===== config.mk =====
export PLATFORM = sky130hd
export DESIGN_NAME = vga_monitor
export DESIGN_NICKNAME = d
export VERILOG_FILES = /design/src/rtl/vga_monitor_pkg.sv /design/src/rtl/crc16_step.sv /design/src/rtl/vga_monitor.sv
export SDC_FILE = /design/constraint.sdc
export NUM_CORES = 1
export LEC_CHECK = 0
export ABC_AREA = 1
export CORE_ASPECT_RATIO = 2
export CORE_UTILIZATION = 35
export DETAILED_ROUTE_END_ITERATION = 16
export GPL_TIMING_DRIVEN = 0
export MAX_ROUTING_LAYER = met4
export SYNTH_ARGS = -nofsm -noshare
export SYNTH_HDL_FRONTEND = slang
export SYNTH_SLANG_ARGS = --single-unit

===== constraint.sdc =====
create_clock -name clk -period 2.86 [get_ports clk]
set_input_delay 0.715 -clock clk [delete_from_list [all_inputs] [get_ports clk]]
set_output_delay 0.715 -clock clk [all_outputs]
set_load 0.01 [all_outputs]

===== src/rtl/vga_monitor_pkg.sv =====
// rtl/vga_monitor_pkg.sv - mode timing defaults, FSM states and helpers for vga_monitor
package vga_monitor_pkg;

  // 640x480@60 timing, same values vga_controller is built with
  localparam int MODE_H_ACTIVE = 640;
  localparam int MODE_H_FRONT  = 16;
  localparam int MODE_H_SYNC   = 96;
  localparam int MODE_H_BACK   = 48;
  localparam int MODE_V_ACTIVE = 480;
  localparam int MODE_V_FRONT  = 10;
  localparam int MODE_V_SYNC   = 2;
  localparam int MODE_V_BACK   = 33;

  localparam logic [15:0] CRC_INIT = 16'hFFFF;

  typedef enum logic [1:0] {
    ST_SEARCH  = 2'd0,
    ST_MEASURE = 2'd1,
    ST_LOCKED  = 2'd2
  } mon_state_e;

  function automatic logic [9:0] sat_inc10(input logic [9:0] value);
    return (value == 10'h3FF) ? value : value + 10'd1;
  endfunction

endpackage


===== src/rtl/crc16_step.sv =====
// rtl/crc16_step.sv - one-byte CRC-16-CCITT (poly 0x1021) update, MSB first
// Only present when VGA_MONITOR_CHECKSUM_EN is defined.
`ifdef VGA_MONITOR_CHECKSUM_EN
module crc16_step (
  input  logic [15:0] crc,
  input  logic [7:0]  data,
  output logic [15:0] crc_next
);

  logic [7:0] x0;
  logic [7:0] x1;

  // byte-at-a-time form of the 0x1021 division: x^12, x^5, x^0 taps of the folded byte
  always_comb begin
    x0       = crc[15:8] ^ data;
    x1       = x0 ^ (x0 >> 4);
    crc_next = {crc[7:0], 8'h00} ^ {x1[3:0], 12'h000} ^ {3'b000, x1, 5'b00000} ^ {8'h00, x1};
  end

endmodule
`endif


===== src/rtl/vga_monitor.sv =====
// rtl/vga_monitor.sv - VGA sink: recovers pixel coordinates, checks sync timing, reports lock
// Optional frame CRC-16 checksum enabled by VGA_MONITOR_CHECKSUM_EN.
module vga_monitor
  import vga_monitor_pkg::*;
#(
  parameter int H_ACTIVE = MODE_H_ACTIVE,
  parameter int H_FRONT  = MODE_H_FRONT,
  parameter int H_SYNC   = MODE_H_SYNC,
  parameter int H_BACK   = MODE_H_BACK,
  parameter int V_ACTIVE = MODE_V_ACTIVE,
  parameter int V_FRONT  = MODE_V_FRONT,
  parameter int V_SYNC   = MODE_V_SYNC,
  parameter int V_BACK   = MODE_V_BACK,
  parameter int SYNC_POL = 0
) (
  input  logic        clk,
  input  logic        rst,
  input  logic        hsync,
  input  logic        vsync,
  input  logic [7:0]  vga_color,
  output logic        pix_valid,
  output logic [9:0]  pix_x,
  output logic [9:0]  pix_y,
  output logic [7:0]  pix_color,
  output logic        frame_done,
  output logic        locked,
  output logic        h_err,
  output logic        v_err,
  output logic [15:0] frame_count,
  output logic [15:0] checksum
);

  localparam logic        ACT       = (SYNC_POL != 0);
  localparam logic [10:0] H_TOTAL_L = 11'(H_ACTIVE + H_FRONT + H_SYNC + H_BACK);
  localparam logic [10:0] V_TOTAL_L = 11'(V_ACTIVE + V_FRONT + V_SYNC + V_BACK);
  localparam logic [10:0] H_SYNC_L  = 11'(H_SYNC);
  localparam logic [10:0] V_SYNC_L  = 11'(V_SYNC);
  localparam logic [9:0]  X_START   = 10'(H_SYNC + H_BACK);
  localparam logic [9:0]  X_END     = 10'(H_SYNC + H_BACK + H_ACTIVE);
  localparam logic [9:0]  Y_START   = 10'(V_SYNC + V_BACK);
  localparam logic [9:0]  Y_END     = 10'(V_SYNC + V_BACK + V_ACTIVE);

  logic       hs_q1, hs_q2, vs_q1, vs_q2;
  logic [7:0] col_q1, col_q2;
  logic       hs_lead, hs_trail, vs_lead, vs_trail;

  mon_state_e state, state_nxt;
  logic [9:0]  hcount, vcount;
  logic        vs_pend;
  logic        h_per_arm, h_wid_arm, v_arm;
  logic [10:0] vs_width;
  logic [10:0] h_meas, v_meas;
  logic        h_sat, v_sat, h_evt, v_evt, checking, err;

  logic       pix_valid_c;
  logic [9:0] x_cur, y_cur, x_hold, y_hold;
  logic [7:0] c_hold;

  // edges are judged between the two register stages so hcount lines up with col_q2
  assign hs_lead  = (hs_q1 == ACT) && (hs_q2 != ACT);
  assign hs_trail = (hs_q1 != ACT) && (hs_q2 == ACT);
  assign vs_lead  = (vs_q1 == ACT) && (vs_q2 != ACT);
  assign vs_trail = (vs_q1 != ACT) && (vs_q2 == ACT);

  always_ff @(posedge clk) begin
    if (!rst) begin
      hs_q1  <= ~ACT;
      hs_q2  <= ~ACT;
      vs_q1  <= ~ACT;
      vs_q2  <= ~ACT;
      col_q1 <= 8'h00;
      col_q2 <= 8'h00;
    end else begin
      hs_q1  <= hsync;
      hs_q2  <= hs_q1;
      vs_q1  <= vsync;
      vs_q2  <= vs_q1;
      col_q1 <= vga_color;
      col_q2 <= col_q1;
    end
  end

  assign h_meas   = {1'b0, hcount} + 11'd1;
  assign v_meas   = {1'b0, vcount} + 11'd1;
  assign h_sat    = !hs_lead && (hcount == 10'd1022);
  assign v_sat    = hs_lead && !(vs_lead || vs_pend) && (vcount == 10'd1022);
  assign h_evt    = (hs_lead && h_per_arm && (h_meas != H_TOTAL_L))
                 || (hs_trail && h_wid_arm && (h_meas != H_SYNC_L))
                 || h_sat;
  assign v_evt    = (vs_lead && v_arm && ((v_meas != V_TOTAL_L) || (vs_width != V_SYNC_L)))
                 || v_sat;
  assign checking = (state != ST_SEARCH);
  assign err      = checking && (h_evt || v_evt);

  always_comb begin
    state_nxt = state;
    unique case (state)
      ST_SEARCH:  if (vs_lead) state_nxt = ST_MEASURE;
      ST_MEASURE: begin
        if (err)          state_nxt = ST_SEARCH;
        else if (vs_lead) state_nxt = ST_LOCKED;
      end
      ST_LOCKED:  if (err) state_nxt = ST_SEARCH;
      default:    state_nxt = ST_SEARCH;
    endcase
  end

  assign locked = (state == ST_LOCKED);

  always_ff @(posedge clk) begin
    if (!rst) begin
      state       <= ST_SEARCH;
      hcount      <= 10'd0;
      vcount      <= 10'd0;
      vs_pend     <= 1'b0;
      vs_width    <= 11'd0;
      h_per_arm   <= 1'b0;
      h_wid_arm   <= 1'b0;
      v_arm       <= 1'b0;
      h_err       <= 1'b0;
      v_err       <= 1'b0;
      frame_done  <= 1'b0;
      frame_count <= 16'd0;
    end else begin
      state  <= state_nxt;
      hcount <= hs_lead ? 10'd0 : sat_inc10(hcount);

      if (hs_lead) begin
        vcount  <= (vs_lead || vs_pend) ? 10'd0 : sat_inc10(vcount);
        vs_pend <= 1'b0;
      end else if (vs_lead) begin
        vs_pend <= 1'b1;
      end

      if (vs_lead)       vs_width <= 11'd0;
      else if (vs_trail) vs_width <= v_meas;

      // the measurement that leaves SEARCH only arms the checks that follow it
      if (state == ST_SEARCH) begin
        h_per_arm <= vs_lead && hs_lead;
        h_wid_arm <= vs_lead && hs_trail;
        v_arm     <= vs_lead;
      end else begin
        h_per_arm <= h_per_arm || hs_lead;
        h_wid_arm <= h_wid_arm || hs_trail;
        v_arm     <= v_arm || vs_lead;
      end

      h_err      <= h_err || (checking && h_evt);
      v_err      <= v_err || (checking && v_evt);
      frame_done <= vs_lead;
      if (vs_lead) frame_count <= frame_count + 16'd1;
    end
  end

  assign x_cur       = hcount - X_START;
  assign y_cur       = vcount - Y_START;
  assign pix_valid_c = locked && (hcount >= X_START) && (hcount < X_END)
                    && (vcount >= Y_START) && (vcount < Y_END);

  always_ff @(posedge clk) begin
    if (!rst) begin
      x_hold <= 10'd0;
      y_hold <= 10'd0;
      c_hold <= 8'h00;
    end else if (pix_valid_c) begin
      x_hold <= x_cur;
      y_hold <= y_cur;
      c_hold <= col_q2;
    end
  end

  assign pix_valid = pix_valid_c;
  assign pix_x     = pix_valid_c ? x_cur  : x_hold;
  assign pix_y     = pix_valid_c ? y_cur  : y_hold;
  assign pix_color = pix_valid_c ? col_q2 : c_hold;

`ifdef VGA_MONITOR_CHECKSUM_EN
  logic [15:0] crc_acc, crc_nxt, checksum_q;

  crc16_step u_crc16_step (
    .crc      (crc_acc),
    .data     (col_q2),
    .crc_next (crc_nxt)
  );

  always_ff @(posedge clk) begin
    if (!rst) begin
      crc_acc    <= CRC_INIT;
      checksum_q <= 16'h0000;
    end else if (vs_lead) begin
      checksum_q <= pix_valid_c ? crc_nxt : crc_acc;
      crc_acc    <= CRC_INIT;
    end else if (pix_valid_c) begin
      crc_acc    <= crc_nxt;
    end
  end

  assign checksum = checksum_q;
`else
  assign checksum = 16'h0000;
`endif

endmodule


==> results of run 1 <==
metal layers:
layer	share of wire, %	GRT usage, %	vias to the layer above
met2	55	36.6	122
met4	6.4	14.0	0
met1	35	18.4	2187
li1	-	-	2474
met3	3.0	2.63	55
met5	0	-	-
cell usage in the layout (no fill, tap or decap), types with 14 or more instances in the layout:
cell,Yosys,final
nand2_4,0,26
a21oi_1,36,35
conb_1,1,16
clkdlybuf4s50_1,0,30
nand2_2,3,16
buf_6,5,36
dfxtp_1,104,98
nand2_1,179,140
o21ai_0,34,27
nand3_1,24,24
buf_4,18,36
o21ai_2,12,14
buf_2,4,16
inv_2,4,17
nor2_1,86,83
inv_1,146,129
cell families (layout without fill, tap and decap cells):
kind of cell             count (synthesis)  count (layout)  share of synthesized area (%)
XOR/XNOR                                13              13                           2.25
AO/OA/AOI/OAI                           97              97                           10.9
AND/OR/NAND/NOR                        328             328                           26.9
other                                    1              16                         0.0740
flip-flops                             104             104                           41.1
buffers and inverters                  189             308                           16.2
adder cells (fa/ha/maj)                 11              11                           2.72
final cells by class:
class	instances	area, um2
timing repair buffer	103	1040
fill	1451	6840
clock inverter	7	88.8
tap	189	236
clock buffer	9	225
buffer	36	294
sequential	104	2100
inverter	153	599
multi-input combinational	465	2620
sequential cells by signal (all words and copies together) (netlist names), 2 cells and up:
signal and count:
frame_count 16, vs_width 11, hcount 10, vcount 10, x_hold 10, y_hold 10, c_hold 8, col_q1 8
col_q2 8, state 2
worst register-to-register path, stage by stage, from the launching register on:
cell	delay, ns
dfxtp_4	0.36
inv_6	0.08
ha_4	0.15
inv_4	0.04
nor3_4	0.22
o21ai_2	0.10
a31oi_1	0.20
nand2_2	0.14
buf_12	0.17
buf_8	0.14
buf_8	0.14
nand2_4	0.06
nand2_4	0.06
buf_6	0.11
buf_6	0.10
buf_6	0.10
buf_6	0.10
buf_6	0.10
buf_6	0.10
buf_6	0.10
buf_6	0.10
buf_6	0.11
nor2_2	0.07
worst min-delay path by stage:
stage                 to       from  slack (ns)  depth (start not counted)
5_1_grt        col_q2[5]  col_q1[5]        0.43                          2
3_5_place_dp   col_q2[0]  col_q1[0]        0.40                          2
3_3_place_gp   col_q2[5]  col_q1[5]        0.39                          2
4_1_cts        col_q2[0]  col_q1[0]        0.41                          2
6_report       col_q2[5]  col_q1[5]        0.41                          2
2_1_floorplan  col_q2[0]  col_q1[0]        0.39                          2
what timing repair did:
action / CTS / global route
cloned: 4 / 0
pin swaps: 14 / 22
endpoints found under the setup margin: 29 / 31
gates resized for setup: 224 / 91
hold buffers: 0 / 0
setup buffers: 37 / 9
through the flow:
stage	cell area, um2	worst slack, ns	total power (W)
after global placement	5950	-0.495	0.00168
after floorplan	5120	0.452	0.00163
after global routing	7210	-0.347	0.00303
final	7210	-0.268	0.00291
after detailed placement	5950	-0.481	0.00168
after CTS	6860	-0.233	0.00294
report_power, final:
part	switching, W	leakage, nW	internal [W]
clock	0.000631	0.152	0.000629
sequential	0.0000158	0.848	0.00147
combinational	0.000102	2.62	0.0000630
==> metrics.md, run 1 <==
| Metric | Value |
|---|---|
| Avg Inst Size Synth | `6.82 um2` |
| Starting DRT DRC Count | `203` |
| CP max-delay cell | `dfxtp_4` |
| RSZ-0062 raised after global routing | `true` |
| HP Class | `flip-flop to flip-flop` |
| Measured slew at the worst slew-check pin | `0.698 ns` |
| Yosys top cell by area | `dfxtp_1` |
| Maximum VDD drop | `0.291 mV` |
| ANT cells | `0` |
| CTS tree | `built` |
| Yosys warns | `0` |
| Row cnt | `61` |
| Worst setup margin | `-0.268 ns` |
| Post-Route WL | `14000 um` |
| Global route overflow | `0` |
| Post-synthesis cell area | `5070 um2` |
| Critical Path Fanout Max | `6` |
| Crit Path Class | `flip-flop to primary output` |
| DRT antenna net count | `0` |
| Clk_lat worst skew | `0.35 ns` |
| Critical path endpoint | `pix_y[8]` |
| Ys flop type | `dfxtp_1` |
| Commonest cells in the synthesized netlist | `179 x nand2_1, 146 x inv_1, 104 x dfxtp_1` |
| Dpl hpwl | `9710 um` |
| CP top delay family | `buffers and inverters` |
| Post-synth EDFFs | `0` |
| Final setup fails | `30` |
| Core Region | `14000 um2` |
| Final Util | `51.3%` |
| Synthesis-to-layout area growth | `42.2%` |
| Failing checks | `negative setup slack` |
| Number of global-route vias before repair | `4671` |
| Largest net degree at the start of global routing | `22` |
| Die H | `172 um` |
| Cell Count, Final, Fillers Out | `1066` |
| WP depth | `15` |
| Placer congestion estimate | `0.953` |
| Root Buffer | `clkbuf_16` |
| Post-synthesis sequential area ratio | `41.1%` |
| Crit path cell chain | `inv_6 > ha_4 > inv_4 > nor3_4 > o21ai_2 > a31oi_1 > nand2_2 > buf_12 > buf_12 > clkinv_8 > buf_12 > nand2_4 > nand2_2 > inv_1 > buf_2` |
| Synth Instances | `743` |
| Avg WL per Cell | `13.1 um` |
| Critical path's most frequent cell | `buf_12` |
| Port Buffers | `59` |
| H-Tree Depth | `3` |
| Initial antenna violation count | `0` |
| Via-to-Cell Ratio | `4.54` |
| Worst slew margin | `53.5%` |
| CP bufs+invs | `8` |
| Nets | `895` |
| Via count of the routed design | `4838` |
| Outcome | `finished with violations` |
| Drt drc | `0` |
| Pwr Density | `404 nW/um2` |
| Critical Path AT | `2.41 ns` |
| Count leader, synth | `nand2_1` |
| Async set-reset flop share out of synthesis | `0%` |
| I/O Pins | `77` |
| Setup TNS | `-5.90 ns` |
| Critical path startpoint category | `flip-flop` |
| Clk buf depth | `2` |
| Clock sink count | `104` |
| Critical Path Max Stage Delay | `0.36 ns` |
| RR Startpoint | `hcount[5]` |
| Post-placement cell count | `1006` |
| CP Launch Point | `hcount[5]` |
| Total Routing Usage GR | `19.8%` |
| Worst Setup End Kind | `primary output` |
| Worst-path clk slew | `0.08 ns` |
| Reg2Reg Setup Slack | `-0.06 ns` |
| Worst clock skew | `0.0104 ns` |
| Starting Density | `36.1%` |
| Layout cell share with drive strength beyond 1 | `26.2%` |
| Top cells by area, synth | `dfxtp_1 41%, nand2_1 13%, inv_1 11%` |
| Critical Path RT | `2.14 ns` |
| Num CTS Buffers | `9` |
| Synth Register Bits | `104` |
| Max Cap Viol | `0` |
| Die area | `15000 um2` |
| First-pass DRT Iterations | `5` |
| Die Width | `87.1 um` |
| Final worst path period need | `3.13 ns` |
| FF-to-FF path depth | `22` |
| Final hold slack | `0.410 ns` |
| Fmax | `320 MHz` |
| First-pass GRT wire length | `22000 um` |
| Area share of the largest cell type after synthesis | `41.1%` |
| Final Hold Fails | `0` |
| Period utilisation layout | `109%` |
| Slew Viols, Final | `0` |
| RR Endpoint | `y_hold[9]` |
| Netlist cell types | `36` |
| Lkg Pwr | `3.62 nW` |
(Power assumes the default switching activity.)
==> inputs of run 2 (changes only) <==
--- a/config.mk
+++ b/config.mk
@@ -6,6 +6,7 @@
 export NUM_CORES = 1
 export LEC_CHECK = 0
 export ABC_AREA = 1
+export ABC_CLOCK_PERIOD_IN_PS = 2860
 export CORE_ASPECT_RATIO = 2
 export CORE_UTILIZATION = 35
 export DETAILED_ROUTE_END_ITERATION = 16
==> results of run 2 <==
No change in the layout: final DEF, timing and power equal those of run 1.
==> edit, RTL diff (config.mk and constraints of run 1) <==
Re-encode `mon_state_e` (3 states) as one-hot, 3 bits wide.
--- a/src/rtl/vga_monitor_pkg.sv
+++ b/src/rtl/vga_monitor_pkg.sv
@@ -13,10 +13,10 @@
 
   localparam logic [15:0] CRC_INIT = 16'hFFFF;
 
-  typedef enum logic [1:0] {
-    ST_SEARCH  = 2'd0,
-    ST_MEASURE = 2'd1,
-    ST_LOCKED  = 2'd2
+  typedef enum logic [2:0] {
+    ST_SEARCH  = 3'b001,
+    ST_MEASURE = 3'b010,
+    ST_LOCKED  = 3'b100
   } mon_state_e;
 
   function automatic logic [9:0] sat_inc10(input logic [9:0] value);
Behaviour: no difference found for any inputs over 10 cycles, from zero or initial values and one cycle with rst low; not proved beyond that.
==> edit against run 1 <==
The flow still finishes with violations (negative setup slack); largest power group unchanged; fmax is 0.18% higher; wire length grew 4.7%; sequential cell count increased by 1; power increased by 1.9%; synthesized area increased by 0.99%; highest routed layer unchanged; final area fell by 0.28%; worst setup slack better by 0.0055 ns.
==> edit: results (changes against run 1) <==
* DR iter-0 viols at 160 (-21%)
* Clk buf depth at 2 (unchanged)
* Number of global-route vias before repair at 4987 (+6.8%)
* ANT cells at 0 (unchanged)
* Fin nets at 893 (-0.22%)
* WL/cell at 13.71 µm (+4.6%)
* First-pass DRT Iterations at 4 (-1)
* Slowest stage delay, CP at 0.36 ns (about the same)
* GR Layer Usage met1 at 19.42% (+0.99 points)
* Clock skew at 0.01249 ns (+0.002125 ns)
* Reg clk slew, reported paths at 0.08 ns (about the same)
* DR vias/cell at 4.656 (+2.6%)
* GPL Wtd Cong at 0.9321 (-2.2%)
* Met2 Use GR at 38.90% (+2.3 points)
* Post-synthesis mux area share at 0% (unchanged)
* Adder-cell share of the synthesized area at 2.689% (-0.027 points)
* Pre-CTS WS at -0.7058 ns (-0.2250 ns)
* Root cell of the clock tree: clkbuf_16
* XOR/XNOR share of the synthesized area at 1.369% (-0.88 points)
* Worst VDD drop at 0.0002764 V (-5.0%)
* Top flop regs: frame_count x16, vs_width x11
* CTS Buf Count at 9 (unchanged)
* Largest net degree at the start of global routing at 21 (-4.5%)
* Hold Path Class: register to register
* Status: finished with violations
* Register area share after synthesis at 41.07% (about the same)
* Commonest cells post-synth: nand2_1 (141), inv_1 (119), dfxtp_1 (105)
* Leakage power figure at 3.367 nW (-7.1%)
* Synth Instances at 723 (-2.7%)
* Worst setup margin at -0.2626 ns (+0.005522 ns)
* Max H-tree Level at 3 (unchanged)
* First-pass GRT wire length at 23520 µm (+7.1%)
* Synth cell types at 43 (+19%)
* Worst EP arrival at 2.41 ns (about the same)
* Crit path max-delay family: buffers and inverters
* Slowest CP cell: dfxtp_4
* Setup Viol. Count Final at 30 (unchanged)
* Placed cell count at 990 (-1.6%)
* Relative slew slack at 44.82% (-8.6 points)
* DP Area at 0.006016 mm² (+1.1%)
* Crit path max fanout at 5 (-1)
* Antenna violations before repair at 0 (unchanged)
* Layout cells sized above 1 at 26.97% (+0.75 points)
* Global Route met3 Usage at 2.434% (-0.19 points)
* Tot GR Track Use at 20.91% (+1.1 points)
* Main synth FF type: dfxtp_1
* Total Neg Setup Slack at -4.907 ns (+0.9896 ns)
* Post-DP HPWL at 10280 µm (+5.8%)
* Worst-skew pair later-pin latency at ~0.36 ns
* Largest cells by area after synthesis: dfxtp_1 (41%), nand2_1 (10%), inv_1 (8.7%), nor2_1 (5.5%), a21oi_1 (3.7%)
* Failing checks: negative setup slack
* Complex-gate fraction of the synthesized area at 12.78% (+1.9 points)
* Synth warnings at 0 (unchanged)
* FFs w/ async S/R, synth at 0% (unchanged)
* Final Non-Filler Cells at 1067 (+0.094%)
* PortBufs at 60 (+1.7%)
[edit: cell types whose count changed after synthesis, sizes merged, moves of 2 or more]
cell and change:
nor4 +3, nand2 -30, nand3 +8, o211ai +4, o21ai +8, o31ai +2
nor2 -7, or2 +10, xor2 -5, inv -20, a31oi +3, nor3b +2
a21oi +2
[edit: final cells by class]
cell class / count / area (µm²)
timing repair buffer: 122 / 1155
buffer: 35 / 277.8
sequential: 105 / 2122
clock buffer: 9 / 225.2
tap: 192 / 240.2
multi-input combinational: 465 / 2595
clock inverter: 7 / 70.07
inverter: 132 / 503.0
fill: 1418 / 7163
[edit: repair_timing]
action | 4_1_cts | 5_1_grt
buffers inserted | 54 | 7
endpoints found under the setup margin | 29 | 31
pin swaps | 8 | 7
cloned | 3 | 0
resized for setup | 217 | 31
[edit: kinds of logic after synthesis]
family                     count (synthesis)
xor gates and xnor gates                   8
AOI/OAI and AO/OA                        117
and+or+nand+nor                          313
other                                      1
buffers and inverters                    168
adders and majority gates                 11
DFF                                      105
[edit: worst paths after layout]
kind / cells past startpoint / start / end / slack [ns]
min reg2reg: 2 / col_q1[4]$_SDFF_PN0_ / col_q2[4]$_SDFF_PN0_ / 0.42
max: 14 / hcount[5]$_SDFFE_PP0P_ / pix_y[1] / -0.26
min: 2 / col_q1[4]$_SDFF_PN0_ / col_q2[4]$_SDFF_PN0_ / 0.42
max reg2reg: 23 / hcount[5]$_SDFFE_PP0P_ / y_hold[1]$_SDFF_PN0_ / -0.18
[edit: power by group]
group	total (mW)	switching [mW]	internal, mW
Combinational	0.211	0.133	0.0777
Sequential	1.52	0.0233	1.49
Clock	1.24	0.622	0.618
Total	2.97	0.778	2.19
[edit: routing by layer]
layer  up-vias  share of wire [%]
met5         -                  0
met2       112                 56
li1       2523                  -
met4         0                6.0
met1      2278                 36
met3        55                2.5
